[config.mk]
export PLATFORM = sky130hd
export DESIGN_NAME = mod_updown_counter
export DESIGN_NICKNAME = d
export VERILOG_FILES = /design/src/rtl/mod_updown_counter.sv
export SDC_FILE = /design/constraint.sdc
export NUM_CORES = 1
export LEC_CHECK = 0
export ABC_AREA = 1
export CORE_ASPECT_RATIO = 1.75
export CORE_MARGIN = 5
export CORE_UTILIZATION = 42
export CTS_CLUSTER_DIAMETER = 150
export DETAILED_ROUTE_END_ITERATION = 8
export PLACE_DENSITY = 0.68
export SLEW_MARGIN = 30
export SYNTH_ARGS = -nofsm -noshare
export SYNTH_HDL_FRONTEND = slang
export SYNTH_SLANG_ARGS = --single-unit
[constraint.sdc]
create_clock -name clk -period 1.33 [get_ports clk]
set_clock_uncertainty 0.05 [all_clocks]
set_input_delay 0.133 -clock clk [delete_from_list [all_inputs] [get_ports clk]]
set_output_delay 0.133 -clock clk [all_outputs]
set_load 0.02 [all_outputs]
[src/rtl/mod_updown_counter.sv]
// Parameterised up/down counter with a prescaler, wrap or saturate at the
// limits, a one-cycle terminal-count pulse and sticky overflow/underflow flags.
module mod_updown_counter #(
  parameter int              WIDTH    = 8,
  parameter longint unsigned MAX_VAL  = (64'd1 << WIDTH) - 64'd1,
  parameter bit              SATURATE = 1'b0,
  parameter int              PRESCALE = 1
) (
  input  logic             clk,
  input  logic             rst,
  input  logic             clr,
  input  logic             load,
  input  logic [WIDTH-1:0] load_val,
  input  logic             en,
  input  logic             up,
  input  logic             flag_clr,
  output logic [WIDTH-1:0] cnt,
  output logic             tc,
  output logic             ovf,
  output logic             unf
);

  // Prescaler width; a 1-bit register is kept even when PRESCALE is 1 so
  // the datapath stays uniform (it then never leaves 0).
  localparam int              PW       = (PRESCALE > 1) ? $clog2(PRESCALE) : 1;
  localparam logic [PW-1:0]   PSC_LAST = PW'(PRESCALE - 1);
  localparam logic [WIDTH-1:0] MAX_W   = MAX_VAL[WIDTH-1:0];

  logic [WIDTH-1:0] cnt_q, cnt_d;
  logic [PW-1:0]    psc_q, psc_d;
  logic             tc_q, tc_d;
  logic             ovf_q, ovf_d;
  logic             unf_q, unf_d;

  // A step happens on the last prescaler slot of an enabled cycle.
  logic step;
  assign step = en && (psc_q == PSC_LAST);

  // Next-state logic: clr beats load beats a count step; flag clear is
  // applied first so that a limit event on the same edge re-sets the flag.
  always_comb begin
    // NOTE: every output of this block gets a default before any branch,
    // so no path leaves a variable unassigned and no latch is inferred.
    cnt_d = cnt_q;
    psc_d = psc_q;
    tc_d  = 1'b0;
    ovf_d = ovf_q;
    unf_d = unf_q;

    if (flag_clr) begin
      ovf_d = 1'b0;
      unf_d = 1'b0;
    end

    if (clr) begin
      cnt_d = '0;
      psc_d = '0;
    end else if (load) begin
      cnt_d = (load_val > MAX_W) ? MAX_W : load_val;
      psc_d = '0;
    end else if (en) begin
      if (!step) begin
        psc_d = psc_q + PW'(1);
      end else begin
        psc_d = '0;
        if (up) begin
          // >= rather than == keeps the count bounded even from a bad state.
          if (cnt_q >= MAX_W) begin
            cnt_d = SATURATE ? MAX_W : '0;
            ovf_d = 1'b1;
            tc_d  = 1'b1;
          end else begin
            cnt_d = cnt_q + WIDTH'(1);
          end
        end else begin
          if (cnt_q == '0) begin
            cnt_d = SATURATE ? '0 : MAX_W;
            unf_d = 1'b1;
            tc_d  = 1'b1;
          end else if (cnt_q > MAX_W) begin
            cnt_d = MAX_W;
          end else begin
            cnt_d = cnt_q - WIDTH'(1);
          end
        end
      end
    end
  end

  // State register with asynchronous active-high reset.
  always_ff @(posedge clk or posedge rst) begin
    // NOTE: sequential state uses non-blocking assignments so all registers
    // sample the pre-edge values regardless of statement order.
    if (rst) begin
      cnt_q <= '0;
      psc_q <= '0;
      tc_q  <= 1'b0;
      ovf_q <= 1'b0;
      unf_q <= 1'b0;
    end else begin
      cnt_q <= cnt_d;
      psc_q <= psc_d;
      tc_q  <= tc_d;
      ovf_q <= ovf_d;
      unf_q <= unf_d;
    end
  end

  assign cnt = cnt_q;
  assign tc  = tc_q;
  assign ovf = ovf_q;
  assign unf = unf_q;

endmodule

==> impl_results.md, run 1 <==
* Status: finished, violations left
* Violated checks: negative setup slack
* Slew @ Worst Pin at 0.472 ns
* Synth Flop Type: dfrtp_1
* Via count at 1183
* #FFs+latches synth at 12
* Peak fanout along the critical path at 6
* Sequential share of the synthesized area at 0.261
* Top cell by count, worst path: nand2_1
* Nature of the critical path endpoint: register
* Initial DRC Count at 23
* First-pass GRT wire length at 5.44 mm
* # nets final at 227
* Initial DRT Pass Iterations at 4
* Largest delay share family, worst path: simple AND/OR/NAND/NOR gates
* Static Leakage at 0.841 nW
* Worst path buffer plus inverter count at 1
* Cells on worst reg2reg path at 10
* Worst-case clock buffer depth at 2
* Final WL at 3.15 mm
* Period utilization at 1.09
* Filler cell count in the final layout at 236
* CTS Hold Buffers Added at 0
* Peak VDD IR at 0.695 mV
* CTS tree: built
* EDFF count, synth at 0
* Total track usage at 0.171
* Power Internal at 0.000943 W
* Clock transition at the registers of the reported paths at 0.05 ns
* Final global-route overflow total at 0
* Placer Congestion at 0.916
* Setup Viol. Count Final at 9
* Distinct cells, synth at 28
* Fin. max-slew vios at 0
* H-Tree Depth at 1
* Reg2reg start: cnt[1]
* Port Buffers at 25
* Final HPWL DP at 2.51 mm
* Area Growth Syn to Fin at 47.1%
* Fmax at 0.689 GHz
* Yosys top cell by area: dfrtp_1
* Final Cell Area at 0.00170 sq mm
* Flop pwr share at 0.300
* Post-Syn Instances at 164
* Crit Path Category: reg2reg
* Slowest-stage cell, CP: dfrtp_2
* Average wire per standard cell at 13.4 um
* DRT antenna net count at 0
* Top cell type's share of synthesized area at 0.261
* Synthesized area per cell at 7.03 sq um
* TNS Setup at -0.956 ns
* Hold slack final at 0.166 ns
* Final Util at 0.638
* Commonest cells post-synth: nand2_1 (59), dfrtp_1 (12), inv_1 (12)
* RSZ-0062 raised after global routing: true
* DRC violations left at 0
* Worst endpoint required time at 1.41 ns
* Syn nets at 182
* Cell Rows at 25
* Final min period at 1.45 ns
* Net load switching power at 0.000506 W
* Largest net degree at the start of global routing at 13
* # diodes at 0
* Synth Cell Area at 0.00115 sq mm
* CP Cell Sequence: inv_2 > ha_4 > nand3_4 > nor2_4 > nor2_4 > nand3_2 > nand2_2 > nand2_1 > nand2_1 > nand2_1
* Final hold violation count at 0
* Max cap viols at 0
* Worst setup margin at -0.121 ns
* Slowest stage delay, CP at 0.40 ns
* Synth area leaders: dfrtp_1 (26%), nand2_1 (19%), nor2_4 (6.8%), nand3_1 (4.8%), nand3_2 (4.3%)
* Worst Hold Class: in2async
* Startpoint types: register
* Die width at 49.6 um
* R2r setup slk at -0.12 ns
* Core Area at 0.00266 sq mm
* Vias in the first global route at 1263
* Clk_lat worst skew at 0.24 ns
* CP Data Arrival Time at 1.53 ns
* Clk sinks at 12
* Reg-to-reg endpoint: cnt[7]
* CTS buffer count at 3
* Die ar. at 0.00393 sq mm
* Die Y at 79.3 um
* Sw Share at 0.349
* Starting Density at 0.433
* Post-synth ARST share at 1.00
* Placed inst area at 0.00156 sq mm
* Warnings, synthesis at 0
* Clock Power Share at 0.274
* Fraction of layout cells with a size suffix above 1 at 0.370
* Via/cell ratio at 5.03
* Root Buffer: clkbuf_8
* Gate power share at 0.426
* Initial antenna violation count at 0
* Io pins at 26
* Power Dens Cells at 855 mW/mm^2
* Slew headroom at 0.685
* Most frequent cell after synthesis: nand2_1
-- metrics by stage --
step | instances | power [W] | setup WS (ns)
floorplan | 164 | 0.000808 | -0.0874
global placement | 228 | 0.00102 | -0.119
detailed placement | 228 | 0.00102 | -0.137
CTS | 234 | 0.00145 | -0.118
global route | 235 | 0.00154 | -0.240
finish | 235 | 0.00145 | -0.121
-- cell usage in the layout (no fill, tap or decap), drive strengths merged --
cell,synthesis,routed
ha,3,3
inv,17,17
nand2,67,67
o22ai,1,1
and3,1,1
xor2,2,2
buf,7,22
clkdlybuf4s50,0,14
dfrtp,12,12
clkdlybuf4s15,0,2
nor2,19,19
a21oi,3,3
nand3,16,16
o21ai,10,10
clkbuf,0,5
xnor2,1,1
a31oi,2,2
nor3,1,1
dlygate4sd2,0,8
o2111ai,1,1
nand4,1,1
-- metal layers --
| metal | vias to the layer above | track usage | share of wire |
|---|---|---|---|
| met3 | 6 | 0.0113 | 0.024 |
| li1 | 604 | - | - |
| met5 | - | 0 | 0 |
| met2 | 20 | 0.316 | 0.56 |
| met1 | 553 | 0.180 | 0.39 |
| met4 | 0 | 0.105 | 0.019 |
-- worst max path at each step --
stage,end,slack [ns],cells after the start,startpoint
final,cnt[7],-0.12,10,cnt[1]
after detailed placement,cnt[2],-0.14,7,cnt[4]
after CTS,cnt[3],-0.12,10,cnt[1]
after global routing,cnt[6],-0.24,10,cnt[0]
after global placement,cnt[2],-0.12,6,up
after floorplan,cnt[6],-0.09,10,cnt[1]
-- layout make-up --
type                            instances  area (sq um)  area share
Clock buffer                            4          55.1      0.0325
Inverter                               17          66.3      0.0391
Multi-Input combinational cell        128           802       0.473
Sequential cell                        12           305       0.180
Tap cell                               27          33.8      0.0199
Timing Repair Buffer                   47           433       0.255
-- power by group through the flow --
stage | registers [W] | logic, W | clock network (W)
3_3_place_gp | 0.000438 | 0.000578 | 0
4_1_cts | 0.000434 | 0.000604 | 0.000412
6_report | 0.000435 | 0.000618 | 0.000397
3_5_place_dp | 0.000439 | 0.000584 | 0
2_1_floorplan | 0.000450 | 0.000358 | 0
5_1_grt | 0.000440 | 0.000674 | 0.000425
-- logic make-up (layout without fill, tap and decap cells) --
kind of cell             Yosys count  after routing  share of synthesized area
AND/OR/NAND/NOR                  105            105                      0.483
buffers and inverters             24             68                      0.112
adder cells (fa/ha/maj)            3              3                     0.0326
XOR/XNOR                           3              3                     0.0228
AO/OA/AOI/OAI                     17             17                     0.0890
flip-flops                        12             12                      0.261
-- state kept, by name (all words and copies together), names as in the netlist --
register and count:
psc_q 1, unf 1, cnt 8, tc 1, ovf 1
-- timing repair --
| item | CTS | global route |
|---|---|---|
| endpoints found under the setup margin | 21 | 13 |
| buffers inserted | 2 | 1 |
| hold endpoints to repair | 0 | 0 |
| resized for setup | 24 | 10 |
| pin swaps | 7 | 9 |
No activity file was read; power rests on OpenSTA's default activity.
==> run 2: changes to the inputs <==
ABC_CLOCK_PERIOD_IN_PS = 1330   (was not set)
==> results of run 2 <==
No change in the layout: final DEF, timing and power equal those of run 1.
==> run 3: changes to the inputs <==
ABC_CLOCK_PERIOD_IN_PS = 1600   (was 1330)
CTS_CLUSTER_DIAMETER = 120   (was 150)
PLACE_DENSITY = 0.66   (was 0.68)
clock period = 1.6 ns   (was 1.33 ns; I/O delays follow)
==> run 3 against run 2 <==
  * The run now ends clean
  * Final area fell by 12%
  * Via count fell by 6.3%
  * Clock power fell by 32%
  * Utilization fell by 7.6 points
  * Global-route usage fell by 2.1 points
  * Register-to-register slack improved by 0.26 ns
==> impl_results.md, run 3 (same netlist as run 1, synthesis figures left out) <==
* Status: completed
* DRT antenna net count at 0 (unchanged)
* Initial antenna violation count at 0 (unchanged)
* CP Data Arrival Time at 1.34 ns (-0.19 ns)
* Die Y at 79.3 um (unchanged)
* Worst endpoint required time at 1.39 ns (-0.02 ns)
* TNS Setup at 0 ns (+0.956 ns)
* H-Tree Depth at 1 (unchanged)
* CTS tree: built
* Initial DRT Pass Iterations at 4 (unchanged)
* R2r setup slk at 0.14 ns (+0.26 ns)
* Average wire per standard cell at 12.5 um (-6.3%)
* Worst setup margin at 0.0452 ns (+0.166 ns)
* # nets final at 215 (-5.3%)
* Startpoint types: register
* Crit Path Category: reg2out
* # diodes at 0 (unchanged)
* Final min period at 1.55 ns
* Peak fanout along the critical path at 6 (unchanged)
* Dpl cells at 218 (-4.4%)
* Static Leakage at 0.750 nW (-11%)
* Cell Rows at 25 (unchanged)
* First-pass GRT wire length at 4.81 mm (-12%)
* Slew headroom at 0.676 (-0.00946)
* CP Cell Sequence: buf_4 > clkdlybuf4s50_1
* Core Area at 0.00266 sq mm (unchanged)
* CTS buffer count at 3 (unchanged)
* Worst Hold Class: in2async
* Fmax at 0.643 GHz
* Slew @ Worst Pin at 0.486 ns (+0.0142 ns)
* Io pins at 26 (unchanged)
* Clk_lat worst skew at 0.23 ns (about the same)
* Worst-case clock buffer depth at 2 (unchanged)
* Area Growth Syn to Fin at 29.5%
* Fraction of layout cells with a size suffix above 1 at 0.246 (-0.124)
* Setup Viol. Count Final at 0 (-9)
* DRC violations left at 0 (unchanged)
* Die width at 49.6 um (unchanged)
* Post-Place Worst Slack at 0.0609 ns (+0.198 ns)
* Placer Congestion at 0.890 (-2.9%)
* Power Total at 0.00106 W (-27%)
* Most frequent cells in the layout: nand2_1 (59), clkdlybuf4s50_1 (22), inv_1 (11), nand3_1 (11)
* Initial DRC Count at 22 (-4.3%)
* Max reg flops at 8 (unchanged)
* Period utilization at 0.972
* Vias in the first global route at 1103 (-13%)
* Clock transition at the registers of the reported paths at 0.05 ns (about the same)
* Root Buffer: clkbuf_8
* Filler cell count in the final layout at 259 (+9.7%)
* Slowest-stage cell, CP: clkdlybuf4s50_1
* Final hold violation count at 0 (unchanged)
* RSZ-0062 raised after global routing: false
* Final HPWL DP at 2.30 mm (-8.4%)
* Slowest stage delay, CP at 0.61 ns (+0.21 ns)
* Nature of the critical path endpoint: primary output
* Non-Filler Instances at 222 (-5.5%)
* Starting Density at 0.433 (unchanged)
* Die ar. at 0.00393 sq mm (unchanged)
* Clk sinks at 12 (unchanged)
* Fin. max-slew vios at 0 (unchanged)
* Peak VDD IR at 0.492 mV (-29%)
* Final WL at 2.79 mm (-12%)
* Port Buffers at 25 (unchanged)
* Via/cell ratio at 4.99 (-0.86%)
* Most common cell after layout, fill and taps aside: nand2_1
* Largest net degree at the start of global routing at 13 (unchanged)
* Max cap viols at 0 (unchanged)
* Total track usage at 0.150 (-0.0209)
* Power Dens Cells at 708 mW/mm^2 (-17%)
* CTS Hold Buffers Added at 0 (unchanged)
* Final global-route overflow total at 0 (unchanged)
* Via count at 1108 (-6.3%)
-- run 3: cell count changes in the layout (fill, tap and decap cells not counted), moves of 4 or more --
cell / delta
buf_4: -8
clkdlybuf4s50_1: +8
dlygate4sd2_1: -6
nand2_1: +4
nand2_2: -4
-- run 3: power breakdown --
group / switching, W / total, W / leakage [nW] / internal (W)
clock network: 0.000103 / 0.000268 / 0.0216 / 0.000165
logic: 0.000241 / 0.000430 / 0.571 / 0.000189
registers: 0.0000340 / 0.000358 / 0.158 / 0.000324
-- run 3: worst paths after layout --
check / depth (start not counted) / end / startpoint
worst max-delay path: 2 / cnt[2] / cnt[2]
worst min-delay path: 2 / cnt[3] / rst
worst max register to register: 10 / cnt[3] / cnt[0]
worst min register to register: 2 / psc_q / psc_q
max in group asynchronous: 2 / cnt[5] / rst
min in group clk: 2 / psc_q / en
-- run 3: layout make-up --
type,count,area [sq um],share of cell area
tap,27,33.8,0.0226
timing repair buffer,35,325,0.218
sequential,12,303,0.203
inverter,17,63.8,0.0427
clock buffer,3,41.3,0.0277
multi-input combinational,128,726,0.486
-- run 3: critical path, delay by kind of cell (launching register included) --
kind	cells	cell delay (ns)
flops	1	0.34
buf+inv	2	0.77
-- run 3: per-layer routing --
metal / up-vias / global-route usage / routed length (um)
li1: 577 / - / -
met1: 493 / 0.169 / 1100
met2: 32 / 0.278 / 1540
met3: 6 / 0.00938 / 83
met4: 0 / 0.0656 / 61
met5: - / 0 / 0
-- run 3: stage by stage --
| stage | util | hold WS, ns | area [sq um] |
|---|---|---|---|
| after floorplan | - | -0.0253 | 1150 |
| after global placement | 0.541 | 0.431 | 1440 |
| after CTS | 0.557 | 0.216 | 1480 |
| final | 0.561 | 0.202 | 1490 |
| after detailed placement | 0.541 | 0.427 | 1440 |
| after global routing | 0.561 | 0.254 | 1490 |
-- run 3: repair_timing --
item	in CTS	in global routing
buffers inserted	0	1
gates resized for setup	4	3
setup endpoints to repair	3	8
pin swaps	0	1
